==> src/rtl/i2c_read_sequencer.sv <==
// i2c_read_sequencer
// Sequences the slave-transmit phase of an I2C read: fetches each byte from
// the register file, loads and clocks the byte transmitter one bit per SCL
// low period, releases SDA for the master's ACK/NACK and repeats until the
// master NACKs or a STOP / repeated START ends the transfer.
module i2c_read_sequencer #(
  parameter int unsigned COUNT_WIDTH = 8
) (
  input  logic                   clk,
  input  logic                   reset,
  input  logic                   scl,
  input  logic                   sda_in,
  input  logic                   start,
  input  logic                   stop,
  input  logic [7:0]             data_in,
  output logic                   data_req,
  output logic                   tx_load,
  output logic                   tx_enable,
  output logic                   sda_oe,
  output logic                   busy,
  output logic                   done,
  output logic [COUNT_WIDTH-1:0] byte_count
);

  typedef enum logic [2:0] {
    IDLE     = 3'd0,
    FETCH    = 3'd1,
    LOAD     = 3'd2,
    PRIME    = 3'd3,
    SHIFT    = 3'd4,
    ACK      = 3'd5,
    ACK_HOLD = 3'd6
  } state_t;

  state_t     state;
  logic       scl_prev;
  logic       fall;
  logic       rise;
  logic [3:0] bit_cnt;
  logic       unused_data;

  assign fall = scl_prev & ~scl;
  assign rise = ~scl_prev & scl;

  // data_in is wired straight to the transmitter; this block only times its capture
  assign unused_data = ^data_in;

  // SCL history for edge detection
  always_ff @(posedge clk) begin
    if (reset) scl_prev <= 1'b1;
    else       scl_prev <= scl;
  end

  // Transfer FSM; every output is registered, pulses default low each cycle.
  // busy stays high for the cycle carrying done and drops in the following one.
  always_ff @(posedge clk) begin
    if (reset) begin
      state      <= IDLE;
      data_req   <= 1'b0;
      tx_load    <= 1'b0;
      tx_enable  <= 1'b0;
      sda_oe     <= 1'b0;
      busy       <= 1'b0;
      done       <= 1'b0;
      bit_cnt    <= '0;
      byte_count <= '0;
    end else begin
      data_req  <= 1'b0;
      tx_load   <= 1'b0;
      tx_enable <= 1'b0;
      done      <= 1'b0;
      if (stop && (state != IDLE)) begin
        state  <= IDLE;
        sda_oe <= 1'b0;
        busy   <= 1'b0;
      end else begin
        case (state)
          IDLE: begin
            busy <= 1'b0;
            if (start && !busy) begin
              state      <= FETCH;
              data_req   <= 1'b1;
              busy       <= 1'b1;
              byte_count <= '0;
            end
          end
          FETCH: begin
            tx_load <= 1'b1;
            state   <= LOAD;
          end
          LOAD: begin
            tx_enable <= 1'b1;
            state     <= PRIME;
          end
          PRIME: begin
            sda_oe  <= 1'b1;
            bit_cnt <= 4'd1;
            state   <= SHIFT;
          end
          SHIFT: begin
            if (fall) begin
              if (bit_cnt < 4'd8) begin
                tx_enable <= 1'b1;
                bit_cnt   <= bit_cnt + 4'd1;
              end else begin
                sda_oe <= 1'b0;
                state  <= ACK;
              end
            end
          end
          ACK: begin
            if (rise) begin
              if (!sda_in) begin
                state <= ACK_HOLD;
              end else begin
                done  <= 1'b1;
                state <= IDLE;
              end
            end
          end
          ACK_HOLD: begin
            if (fall) begin
              byte_count <= byte_count + 1'b1;
              data_req   <= 1'b1;
              state      <= FETCH;
            end
          end
          default: state <= IDLE;
        endcase
      end
    end
  end

endmodule
==> config.mk <==
export PLATFORM = sky130hd
export DESIGN_NAME = i2c_read_sequencer
export DESIGN_NICKNAME = d
export VERILOG_FILES = /design/src/rtl/i2c_read_sequencer.sv
export SDC_FILE = /design/constraint.sdc
export NUM_CORES = 1
export LEC_CHECK = 0
export ABC_CLOCK_PERIOD_IN_PS = 2210
export CORE_AREA = 2 2 52 54
export CTS_CLUSTER_SIZE = 30
export DETAILED_ROUTE_END_ITERATION = 12
export DIE_AREA = 0 0 54 56
export PLACE_DENSITY_LB_ADDON = 0.08
export SKIP_LAST_GASP = 1
export SYNTH_ARGS = -nofsm -noshare
export SYNTH_HDL_FRONTEND = slang
export SYNTH_SLANG_ARGS = --single-unit
==> constraint.sdc <==
create_clock -name clk -period 2.21 [get_ports clk]
set_input_delay 0.663 -clock clk [delete_from_list [all_inputs] [get_ports clk]]
set_output_delay 0.663 -clock clk [all_outputs]
set_load 0.01 [all_outputs]
==> results of run 1 <==
## metal layers
metal / up-vias / track usage, %
li1: 529 / -
met5: - / 0
met4: 0 / 9.64
met2: 26 / 31.4
met3: 4 / 3.49
met1: 490 / 24.6
## through the flow
stage / power, mW / cell area (um2) / TNS [ns] / hold slack [ns]
finish: 1.11 / 1410 / 0 / 0.489
global route: 1.19 / 1410 / 0 / 0.513
CTS: 1.11 / 1410 / 0 / 0.493
detailed placement: 0.931 / 1390 / -1.02 / 0.475
global placement: 0.924 / 1390 / -0.926 / 0.470
floorplan: 0.809 / 1120 / 0 / 0.462
## power groups by stage
stage                     sequential [mW]  clock, mW  combinational (mW)
after floorplan                     0.479          0               0.330
after global placement              0.536          0               0.388
after detailed placement            0.537          0               0.394
after CTS                           0.529      0.190               0.396
after global routing                0.545      0.207               0.435
final                               0.529      0.182               0.396
## cell families (layout without fill, tap and decap cells)
family / after synthesis / after routing
AO/OA/AOI/OAI: 35 / 35
XOR/XNOR: 3 / 3
adder cells (fa/ha/maj): 2 / 2
buffers and inverters: 12 / 36
flip-flops: 22 / 22
multiplexers: 2 / 2
AND/OR/NAND/NOR: 57 / 57
## area by class of cell
cell class	instances	area (um2)	share of cell area (%)
tap	30	37.5	2.66
sequential	22	440	31.2
timing repair buffer	29	265	18.8
multi-input combinational	99	632	44.7
inverter	4	15.0	1.06
clock buffer	3	22.5	1.59
## cell usage in the layout (no fill, tap or decap), drive strengths merged
| cell type | instances |
|---|---|
| nor4 | 1 |
| nand4b | 2 |
| a41oi | 1 |
| nand2 | 6 |
| and3 | 2 |
| and4b | 1 |
| nor3b | 1 |
| nand3b | 3 |
| or3 | 3 |
| a21oi | 11 |
| a22oi | 1 |
| and2b | 1 |
| nor4b | 1 |
| buf | 10 |
| nor2 | 11 |
| clkbuf | 3 |
| mux2i | 1 |
| o41ai | 1 |
| nand4bb | 1 |
| a2bb2oi | 1 |
| xnor2 | 3 |
| o21a | 2 |
| or3b | 1 |
| nor2b | 3 |
| a31oi | 2 |
| dfxtp | 22 |
| or4b | 2 |
| clkdlybuf4s50 | 19 |
| or2 | 1 |
| a221oi | 2 |
| inv | 4 |
| o21ai | 9 |
| nor3 | 8 |
| mux2 | 1 |
| nand2b | 4 |
| nand4 | 1 |
| nand3 | 4 |
| a21o | 5 |
| ha | 2 |
## how the worst max path moves through the flow
stage                            endpoint   from
6_report       byte_count[7]$_SDFFE_PP0P_  start
3_3_place_gp   byte_count[7]$_SDFFE_PP0P_  start
4_1_cts        byte_count[7]$_SDFFE_PP0P_  start
5_1_grt        byte_count[7]$_SDFFE_PP0P_  start
3_5_place_dp   byte_count[7]$_SDFFE_PP0P_  start
2_1_floorplan  byte_count[7]$_SDFFE_PP0P_   stop
## worst register-to-register path, stage by stage (launching register included)
cell	delay (ns)
dfxtp_1	0.44
or4b_4	0.60
o21a_4	0.15
or4b_1	0.46
a21oi_1	0.14
## registers in the layout, indices dropped and copies added (netlist names)
signal      count
byte_count      8
scl_prev        1
busy            1
done            1
tx_load         1
tx_enable       1
sda_oe          1
state           3
bit_cnt         4
data_req        1
==> results list, run 1 <==
- Of all nets on the critical path, the largest fanout is 5.
- Fin. Hold Viols: 0
* Via-per-instance ratio: 5.61
- The number of antenna diodes in the final layout is 0.
- All-layer global routing usage: 19.6%
- After detailed routing, the total wire length is 2600 um.
- Met2 routed wirelength: 1270 um
- Static timing analysis puts the maximum clock frequency at 0.467 GHz.
- The worst path needs 2.14 ns of the cycle, external delays included.
* Areal power density over the cells: 784 nW/um2
- Synthesized area divided by synthesized cell count: 8.46 um2
- In the synthesized netlist the dominant register cell turns out to be dfxtp_1.
- By area the synthesized netlist is led by dfxtp_1 39%, a21oi_1 4.9%, o21ai_0 4.0%.
- Setup repair after global routing left no endpoint under its margin.
- Max-capacitance violation count: 0
- The first routing iteration left 20 violations.
- Counting instances, the worst hold path has a depth of 2.
* Fin worst setup slack: 0.0700 ns
* Clock insertion delay at the later pin of the skew report: 0.31 ns
* Combinational power share: 35.8%
- For this run, design rule violations remaining after detail routing come to 0.
- Required time of the worst setup path: 2.46 ns
- The path with the worst hold slack has its endpoint at sda_oe$_SDFFE_PP0P_.
* Proportion of synthesized chip area in sequential cells: 39.2%
- Kind of critical path: primary input to register
- IR analysis of the VDD net gives a maximum drop of 0.514 mV.
- Multiplexer cells account for 1.89% of the synthesized area.
- Final cycle utilization of the critical path: 96.8%
- For this run, the detailed router's first-pass iteration total came to 4.
* Dominant combinational cell family by area after synthesis: simple AND/OR/NAND/NOR gates
- From synthesis to final layout, the design area changed by 25.6%.
- The tree built by TritonCTS fans out to 22 sinks.
- Registers are responsible for 47.8% of the overall power.
- The synthesized netlist devotes 2.34% of its cell area to XOR and XNOR gates.
- The endpoint identified for the worst register-to-register timing path is byte_count[7]$_SDFFE_PP0P_.
- In this run the tool buffered the top-level ports with 19 buffer cells.
* Gates resized, CTS repair: 0
* Initial cell density of the core: 46.2%
- Detailed-routing wirelength on met1: 1170 um
- Root Buffer: clkbuf_4
* Top-Level Pins: 28
- Pin count of the biggest net entering global routing: 19
* CTS tree: done
* Via count of the first global-routing pass: 1030
- Dpl ws: -0.246 ns
* Origin of the critical flop-to-flop path: state[1]$_SDFFE_PP0P_
- H-Tree Depth: 1
* Std-Cell Rows: 18
- Number of distinct library cells after synthesis: 40
- The mapped netlist covers 1120 um2.
- After synthesis the netlist holds a flip-flop and latch count of 22.
- Placed Instances: 184
* Fraction of power spent switching nets: 36.2%
- Via total after detailed routing: 1049
- First-pass GRT wire length: 4460 um
- Initial antenna violation count: 0
* Total stage count of the critical path: 5
* Fraction of post-synthesis cell area in the top cell type by area: 39.2%
* GRT overflow: 0
- The largest single stage delay on the critical path is 0.48 ns.
- Kind of cell adding the most delay to the critical path: simple AND/OR/NAND/NOR gates
- TritonCTS created 3 clock buffers.
- Worst Path Buf+Inv: 1
* Core Util, Final: 58.1%
- HPWL after DPL: 1980 um
* Die Wd: 54 um
* Clk slew on worst S/H paths: 0.11 ns
- Counting flops with an async set or reset pin after synthesis yields a share of 0%.
- Total length of routed met3 wires: 108 um
- The biggest area contributor in the post-synthesis netlist is dfxtp_1.
* Number of hold buffers added after cts: 0
- STA classifies the critical path endpoint as a register.
- Worst rel slew slack: 63.5%
- The share of total power dissipated in the clock network is 16.5%.
- The region available for standard cell placement spans 2430 um2.
* Fin Clk Skew: 0.00520 ns
- Weighted congestion at the end of routability-driven global placement: 0.760
- EDFF count, synth: 0
- The number of setup buffers added after CTS is 0.
- Slew at the pin closest to its max-slew limit: 0.547 ns
* Critical-path cell with the highest stage delay: clkdlybuf4s50_1
- Cell-internal power: 0.706 mW
* Hold Path Origin: sda_oe$_SDFFE_PP0P_
- Summing the areas of all compound-gate instances in the mapped netlist gives 19.9% of the synthesized area.
* Depth of the worst register-to-register path: 4
- Share of synthesized cell area in and, or, nand and nor gates: 29.8%
* Layout net count: 175
- Fin. max-slew vios: 0
* Final Instance Count excl. Fillers: 187
- Number of cells produced by synthesis: 133
* Yosys warning total: 0
- Status: completed
* Leakage: 0.510 nW
- The layout has 237 filler cells.
* Synth top cells by count: 22 x dfxtp_1, 11 x a21oi_1, 11 x nor2_1
- STA classifies the critical path startpoint as a primary input.
- Leading cell type by number of instances after synthesis: dfxtp_1
* Maximum clock path buffer count: 2
* Number of antenna-violating nets in the routed design: 0
* Highest routed layer: met4
- The path class of the tightest hold or removal check is register to register.
* Layout cells sized above 1: 10.8%
- The number of nets handed over by synthesis was 149.
* Adder-cell share of the synthesized area: 2.22%
* Cell Chain, Critical Path: clkdlybuf4s50_1 > or4b_4 > o21a_4 > or4b_1 > a21oi_1
- Power spent charging and discharging nets: 0.401 mW
- Data arrives at the worst endpoint at 2.39 ns.
- Worst reg-to-reg setup slack: 0.36 ns
* Post-detailed-route wirelength per cell: 13.9 um
- Final-report setup violation count: 0
- The die is 56 um tall.
- Total Die Area: 3020 um2
Note: power is estimated with default switching activity, not from simulation.
==> run 2, diff against run 1 <==
Settings changed: GPL_TIMING_DRIVEN set to 0.
==> results list, run 2 (same netlist as run 1, synthesis figures left out) <==
* Status: completed
- More flip-flops sit in one register than any other, and that register is byte_count.
* Cell-internal power: 0.744 mW (+5.3%)
- The total count of max-transition violations in the final report was 0 (unchanged).
* Post-detailed-route wirelength per cell: 14.2 um (+2.4%)
* Final cycle utilization of the critical path: 91.3% (-5.6 points)
- Fraction of power spent switching nets: 36.3% (+0.13 points)
- Max FO, Critical Path: 6 (+1)
- Root Buffer: clkbuf_4
- Most common cell after layout, fill and taps aside: dfxtp_1
- The worst reg-to-reg setup slack came to 0.25 ns (-0.11 ns).
- Depth of the worst register-to-register path: 6 (+2)
- The net switching component of the power was 0.425 mW (+5.9%).
- The final count of hold timing violations is 0 (unchanged).
- The via count of the first global-routing pass was 967 (-6.1%).
* Core Util, Final: 57.3% (-0.82 points)
- The clock network power share came to 19.2% (+2.7 points).
- The total wirelength of the detailed-routed design came to 2630 um (+1.3%).
* Hold Slack: 0.509 ns (+0.0197 ns)
- Slew at the pin closest to its max-slew limit: 0.512 ns (-0.0349 ns)
- The worst stage delay on the critical path was 0.49 ns (about the same).
* Sum of negative setup slack: 0 ns (unchanged)
- The initial core utilization is 46.2% (unchanged).
- The worst register-to-register path begins at state[2]$_SDFFE_PP0P_.
- Required time of the worst setup path: 2.46 ns (about the same)
- Sum of internal, switching and leakage power: 1.17 mW (+5.6%)
- Kind of critical path: primary input to register
- The final-layout fill cell count is 250 (+5.5%).
- The remaining antenna violation count came to 0 (unchanged).
- The standby leakage power was 0.503 nW (-1.4%).
- Fin crit period: 2.02 ns (-0.123 ns)
* Core region area: 2430 um2 (unchanged)
* Proportion of power drawn by flip-flops and latches: 40.0% (-7.8 points)
- Maximum clock path buffer count: 2 (unchanged)
- Relative to the synthesized area, the layout overhead comes to 23.8%.
- Data arrival time at the worst-slack endpoint: 2.26 ns (-0.13 ns)
- Sequential cell area in the final layout: 440 um2 (unchanged)
- The total number of placement rows was 18 (unchanged).
- Top library cells by usage in the layout, fill and taps aside: 22 x dfxtp_1, 15 x clkdlybuf4s50_1, 11 x nor2_1, 10 x a21oi_1, 9 x o21ai_0
- HPWL after DPL: 1890 um (-4.7%)
- Count of TritonRoute iterations in the first routing pass: 4 (unchanged)
* GRT overflow: 0 (unchanged)
- The share of post-route cells with drive strength above 1 came to 7.74% (-3.1 points).
* Critical Path End Type: register
* Weighted congestion at the end of routability-driven global placement: 0.798 (+5.0%)
- Top-Level Pins: 28 (unchanged)
- Clk slew on worst S/H paths: 0.12 ns (about the same)
- Termination of the worst setup path: byte_count[7]$_SDFFE_PP0P_
* Highest ir drop seen on vdd: 0.464 mV (-9.6%)
- Via total after detailed routing: 1058 (+0.86%)
- Number of antenna diodes: 0 (unchanged)
- Among all stages on the critical path, the largest delay is contributed by or4b_1.
- Walking the worst path, the cells encountered are dlygate4sd2_1 > or3b_4 > o21a_4 > or4b_1 > a21oi_2.
- Via-per-instance ratio: 5.72 (+1.9%)
* Areal power density over the cells: 839 nW/um2 (+7.1%)
* Pin count of the biggest net entering global routing: 13 (-6)
- The wire length of the first global-routing pass was 4250 um (-4.6%).
- Max-capacitance violation count: 0 (unchanged)
- All-layer global routing usage: 18.3% (-1.3 points)
* RSZ-0062 raised after global routing: false
* Worst rel slew slack: 65.8% (+2.3 points)
- The final instance count without filler cells is 185 (-1.1%).
- Combinational power share: 40.8% (+5.0 points)
- Count of input and output buffers: 18 (-1)
- The worst hold path belongs to the class register to register.
* Number of buffers created by CTS: 3 (unchanged)
* Initial antenna violation count: 0 (unchanged)
- Tracing the worst setup path back leads to its startpoint at scl.
- Worst flop-to-flop path endpoint: byte_count[3]$_SDFFE_PP0P_
- Number of hold buffers added after cts: 0 (unchanged)
* Placed Instances: 181 (-1.6%)
- Top flop regs: byte_count x8, bit_cnt x4, state x3
- Top achievable clock speed: 0.496 GHz (+6.1%)
* H-Tree Depth: 1 (unchanged)
- The clock latency at the later pin of the worst-skew pair was 0.31 ns (about the same).
- The DRC violation count after routing was 0 (unchanged).
- Startpoint type of the worst setup path: primary input
- Die Wd: 54 um (unchanged)
- The initial detailed-routing violation count came to 19 (-5.0%).
* CTS tree: done
- The area of the multi-input gates came to 638 um2 (+0.99%).
- Total Die Area: 3020 um2 (unchanged)
- Final-report setup violation count: 0 (unchanged)
* Height of the chip: 56 um (unchanged)
* Number of flip-flops under the largest register name: 8 (unchanged)
- Layout net count: 172 (-1.7%)
* # clock sinks: 22 (unchanged)
- Fin Clk Skew: 0.00481 ns (-0.000393 ns)
==> run 2: power by group through the flow <==
stage / registers, mW / logic, mW / clock network (mW)
finish: 0.467 / 0.477 / 0.224
global route: 0.471 / 0.522 / 0.246
CTS: 0.467 / 0.473 / 0.230
detailed placement: 0.476 / 0.469 / 0
global placement: 0.473 / 0.459 / 0
floorplan: 0.479 / 0.330 / 0
==> run 2: metrics by stage <==
step | instance area, um2 | setup WS [ns]
after CTS | 1380 | 0.00195
after floorplan | 1120 | 0.179
final | 1390 | 0.193
after detailed placement | 1340 | -0.437
after global placement | 1340 | -0.424
after global routing | 1390 | 0.120
==> run 2: metal layers <==
metal | routed length, um | share of wire (%) | GRT usage (%) | vias up
met1 | 1250 | 48 | 23.8 | 505
met3 | 138 | 5.2 | 3.49 | 2
met4 | 18 | 0.68 | 7.86 | 0
met5 | 0 | 0 | 0 | -
met2 | 1220 | 46 | 28.7 | 27
li1 | - | - | - | 524
==> run 2: worst min-delay path by stage <==
stage	start	end	depth (start not counted)
after detailed placement	bit_cnt[0]$_SDFFE_PP0P_	bit_cnt[0]$_SDFFE_PP0P_	2
after CTS	bit_cnt[0]$_SDFFE_PP0P_	bit_cnt[0]$_SDFFE_PP0P_	2
after floorplan	bit_cnt[0]$_SDFFE_PP0P_	bit_cnt[0]$_SDFFE_PP0P_	2
after global routing	bit_cnt[0]$_SDFFE_PP0P_	bit_cnt[0]$_SDFFE_PP0P_	2
after global placement	sda_oe$_SDFFE_PP0P_	sda_oe$_SDFFE_PP0P_	2
final	bit_cnt[0]$_SDFFE_PP0P_	bit_cnt[0]$_SDFFE_PP0P_	2
==> run 2: timing repair <==
action,CTS,global route
setup buffers,0,1
endpoints found under the setup margin,3,1
pin swaps,0,1
resized for setup,2,3
hold endpoints to repair,0,0
==> run 2: layout make-up <==
| class | count | area share (%) |
|---|---|---|
| Buffer | 7 | 2.43 |
| Clock buffer | 4 | 2.61 |
| Inverter | 4 | 1.08 |
| Multi-Input combinational cell | 99 | 45.8 |
| Sequential cell | 22 | 31.6 |
| Tap cell | 30 | 2.70 |
| Timing Repair Buffer | 19 | 13.7 |
==> run 2: worst max-delay path: cells and delay by family <==
kind / cells / cell delay, ns
AOI/OAI and AO/OA: 2 / 0.37
buffers and inverters: 1 / 0.29
and+or+nand+nor: 2 / 0.94
==> run 3, diff against run 2 <==
Settings changed: ABC_CLOCK_PERIOD_IN_PS 2210 to 2600, CORE_AREA 2 2 52 54 to 2 2 50 52, DIE_AREA 0 0 54 56 to 0 0 52 54.
Clock period 2.21 ns to 2.6 ns, I/O delays scaled along.
==> results list, run 3 (same netlist as run 1, synthesis figures left out) <==
- Status: completed
- Sum of internal, switching and leakage power: 1.05 mW (-9.9%)
- Top-Level Pins: 28 (unchanged)
* Required time of the worst setup path: 2.85 ns (+0.39 ns)
- Hold Path Origin: byte_count[7]$_SDFFE_PP0P_
- In the layout the commonest cells are 22 x dfxtp_1, 18 x clkdlybuf4s50_1, 11 x nor2_1, 11 x a21oi_1, 9 x o21ai_0.
- The worst-margin pin slew is 0.568 ns (+0.0564 ns).
- STA classifies the critical path startpoint as a primary input.
* All-layer global routing usage: 19.1% (+0.85 points)
* Die Wd: 52 um (-3.7%)
- Core region area: 2320 um2 (-4.6%)
* Top flop regs: byte_count x8, bit_cnt x4, state x3
- Layout net count: 172 (unchanged)
- The final instance count without filler cells came to 185 (unchanged).
- Initial antenna violation count: 0 (unchanged)
- The worst register-to-register path begins at state[2]$_SDFFE_PP0P_.
- The number of instances in the placed design was 181 (unchanged).
- Number of buffers created by CTS: 3 (unchanged)
- Fillcell total: 226 (-9.6%)
- The remaining antenna violation count is 0 (unchanged).
- Worst reg-to-reg setup slack: 0.74 ns (+0.49 ns)
- The worst hold path terminates at byte_count[7]$_SDFFE_PP0P_.
- Root Buffer: clkbuf_4
- HPWL after DPL: 1760 um (-6.6%)
- The final count of hold timing violations was 0 (unchanged).
- The maximum buffer depth of the clock tree was 2 (unchanged).
- The number of flip-flops under the largest register name came to 8 (unchanged).
- The standby leakage power came to 0.487 nW (-3.2%).
- Depth of the worst register-to-register path: 5 (-1)
- CTS tree: done
- Core Util, Final: 60.1% (+2.9 points)
- Gates resized, CTS repair: 0 (-2)
- From synthesis to final layout, the design area changed by 24.0%.
* Setup Buffers After CTS: 0 (unchanged)
- Worst flop-to-flop path endpoint: bit_cnt[0]$_SDFFE_PP0P_
* Min-delay worst type: register to register
- The minimum hold slack is 0.491 ns (-0.0176 ns).
- The detailed-route vias per instance was 5.65 (-1.2%).
- Weighted congestion at the end of routability-driven global placement: 0.903 (+13%)
* Initial cell density of the core: 48.5% (+2.2 points)
- First-pass GRT wire length: 4000 um (-5.8%)
- GRT overflow: 0 (unchanged)
* Total Die Area: 2810 um2 (-7.1%)
- Number of hold buffers added after cts: 0 (unchanged)
* Highest ir drop seen on vdd: 0.424 mV (-8.7%)
- Layout cells sized above 1: 5.81% (-1.9 points)
* Worst rel slew slack: 62.0% (-3.8 points)
* Top achievable clock speed: 0.413 GHz
- Post-detailed-route wirelength per cell: 13.2 um (-7.2%)
- The number of sinks driven by the clock tree is 22 (unchanged).
* Number of cells on the worst hold path: 2 (unchanged)
- The clock latency at the later pin of the worst-skew pair is 0.31 ns (about the same).
* Count of input and output buffers: 18 (unchanged)
- The antenna diode instance count was 0 (unchanged).
- The via count of the first global-routing pass is 920 (-4.9%).
- Counting flops per register, the top entry is byte_count.
* Initial DRC count: 13 (-6)
* Via total after detailed routing: 1045 (-1.2%)
- Kind of critical path: primary input to register
- Pin count of the biggest net entering global routing: 14 (+1)
* Std-Cell Rows: 18 (unchanged)
- Most common cell after layout, fill and taps aside: dfxtp_1
- The number of max-cap violations came to 0 (unchanged).
- The total power per unit cell area was 755 nW/um2 (-10%).
- Total detailed-routing wirelength: 2440 um (-7.2%)
* Max FO, Critical Path: 7 (+1)
* Detailed-route DRC error count: 0 (unchanged)
* RSZ-0062 raised after global routing: false
- Critical Path End Type: register
- Height of the chip: 54 um (-3.6%)
- The largest clock skew in the final design was 0.00698 ns (+0.00217 ns).
- The H-tree depth reported by CTS is 1 (unchanged).
- The worst path uses 93.1% of the clock period.
* Data arrival time at the worst-slack endpoint: 2.67 ns (+0.41 ns)
* Fin crit period: 2.42 ns
- Count of TritonRoute iterations in the first routing pass: 4 (unchanged)
* Fin. max-slew vios: 0 (unchanged)
- Final-report setup violation count: 0 (unchanged)
- The clock-pin slew on the worst setup and hold paths is 0.13 ns (about the same).
run 3: final cells by class:
type	instances	area (um2)	area share (%)
sequential	22	440	31.6
inverter	4	15.0	1.08
tap	30	37.5	2.69
buffer	8	37.5	2.69
clock buffer	3	22.5	1.61
multi-input combinational	99	632	45.3
clock inverter	1	30.0	2.15
timing repair buffer	18	180	12.9
run 3: power by group:
| part | switching, mW | total [mW] | internal [mW] | leakage [nW] |
|---|---|---|---|---|
| clock network | 0.106 | 0.262 | 0.156 | 0.0279 |
| logic | 0.223 | 0.395 | 0.173 | 0.281 |
| registers | 0.0218 | 0.395 | 0.373 | 0.178 |
| total | 0.351 | 1.05 | 0.702 | 0.487 |
run 3: per-layer routing:
layer / part of all wire (%) / vias up / global-route usage, % / wire (um)
met5: 0 / - / 0 / 0
met4: 0.41 / 0 / 7.89 / 10
met3: 3.6 / 2 / 2.78 / 89
met2: 50 / 22 / 33.5 / 1220
met1: 46 / 494 / 23.4 / 1120
li1: - / 527 / - / -
run 3: critical path, stage by stage:
cell and delay (ns):
clkdlybuf4s50_1 0.49, or3b_1 0.37, clkbuf_1 0.18, o21a_4 0.24, or4b_1 0.46, a21oi_1 0.14
run 3: per-stage QoR:
step,setup TNS [ns],worst slack (ns),cell area (um2)
floorplan,0,0.452,1120
global placement,-0.273,-0.128,1340
detailed placement,-0.318,-0.139,1340
CTS,0,0.184,1400
global route,0,0.117,1400
finish,0,0.180,1400
run 3: worst max path at each step:
stage	start	to	slack, ns	depth (start not counted)
after floorplan	stop	byte_count[7]$_SDFFE_PP0P_	0.45	5
after global placement	stop	byte_count[7]$_SDFFE_PP0P_	-0.13	6
after detailed placement	scl	byte_count[7]$_SDFFE_PP0P_	-0.14	6
after CTS	scl	byte_count[7]$_SDFFE_PP0P_	0.18	6
after global routing	scl	byte_count[7]$_SDFFE_PP0P_	0.12	6
final	scl	byte_count[7]$_SDFFE_PP0P_	0.18	6
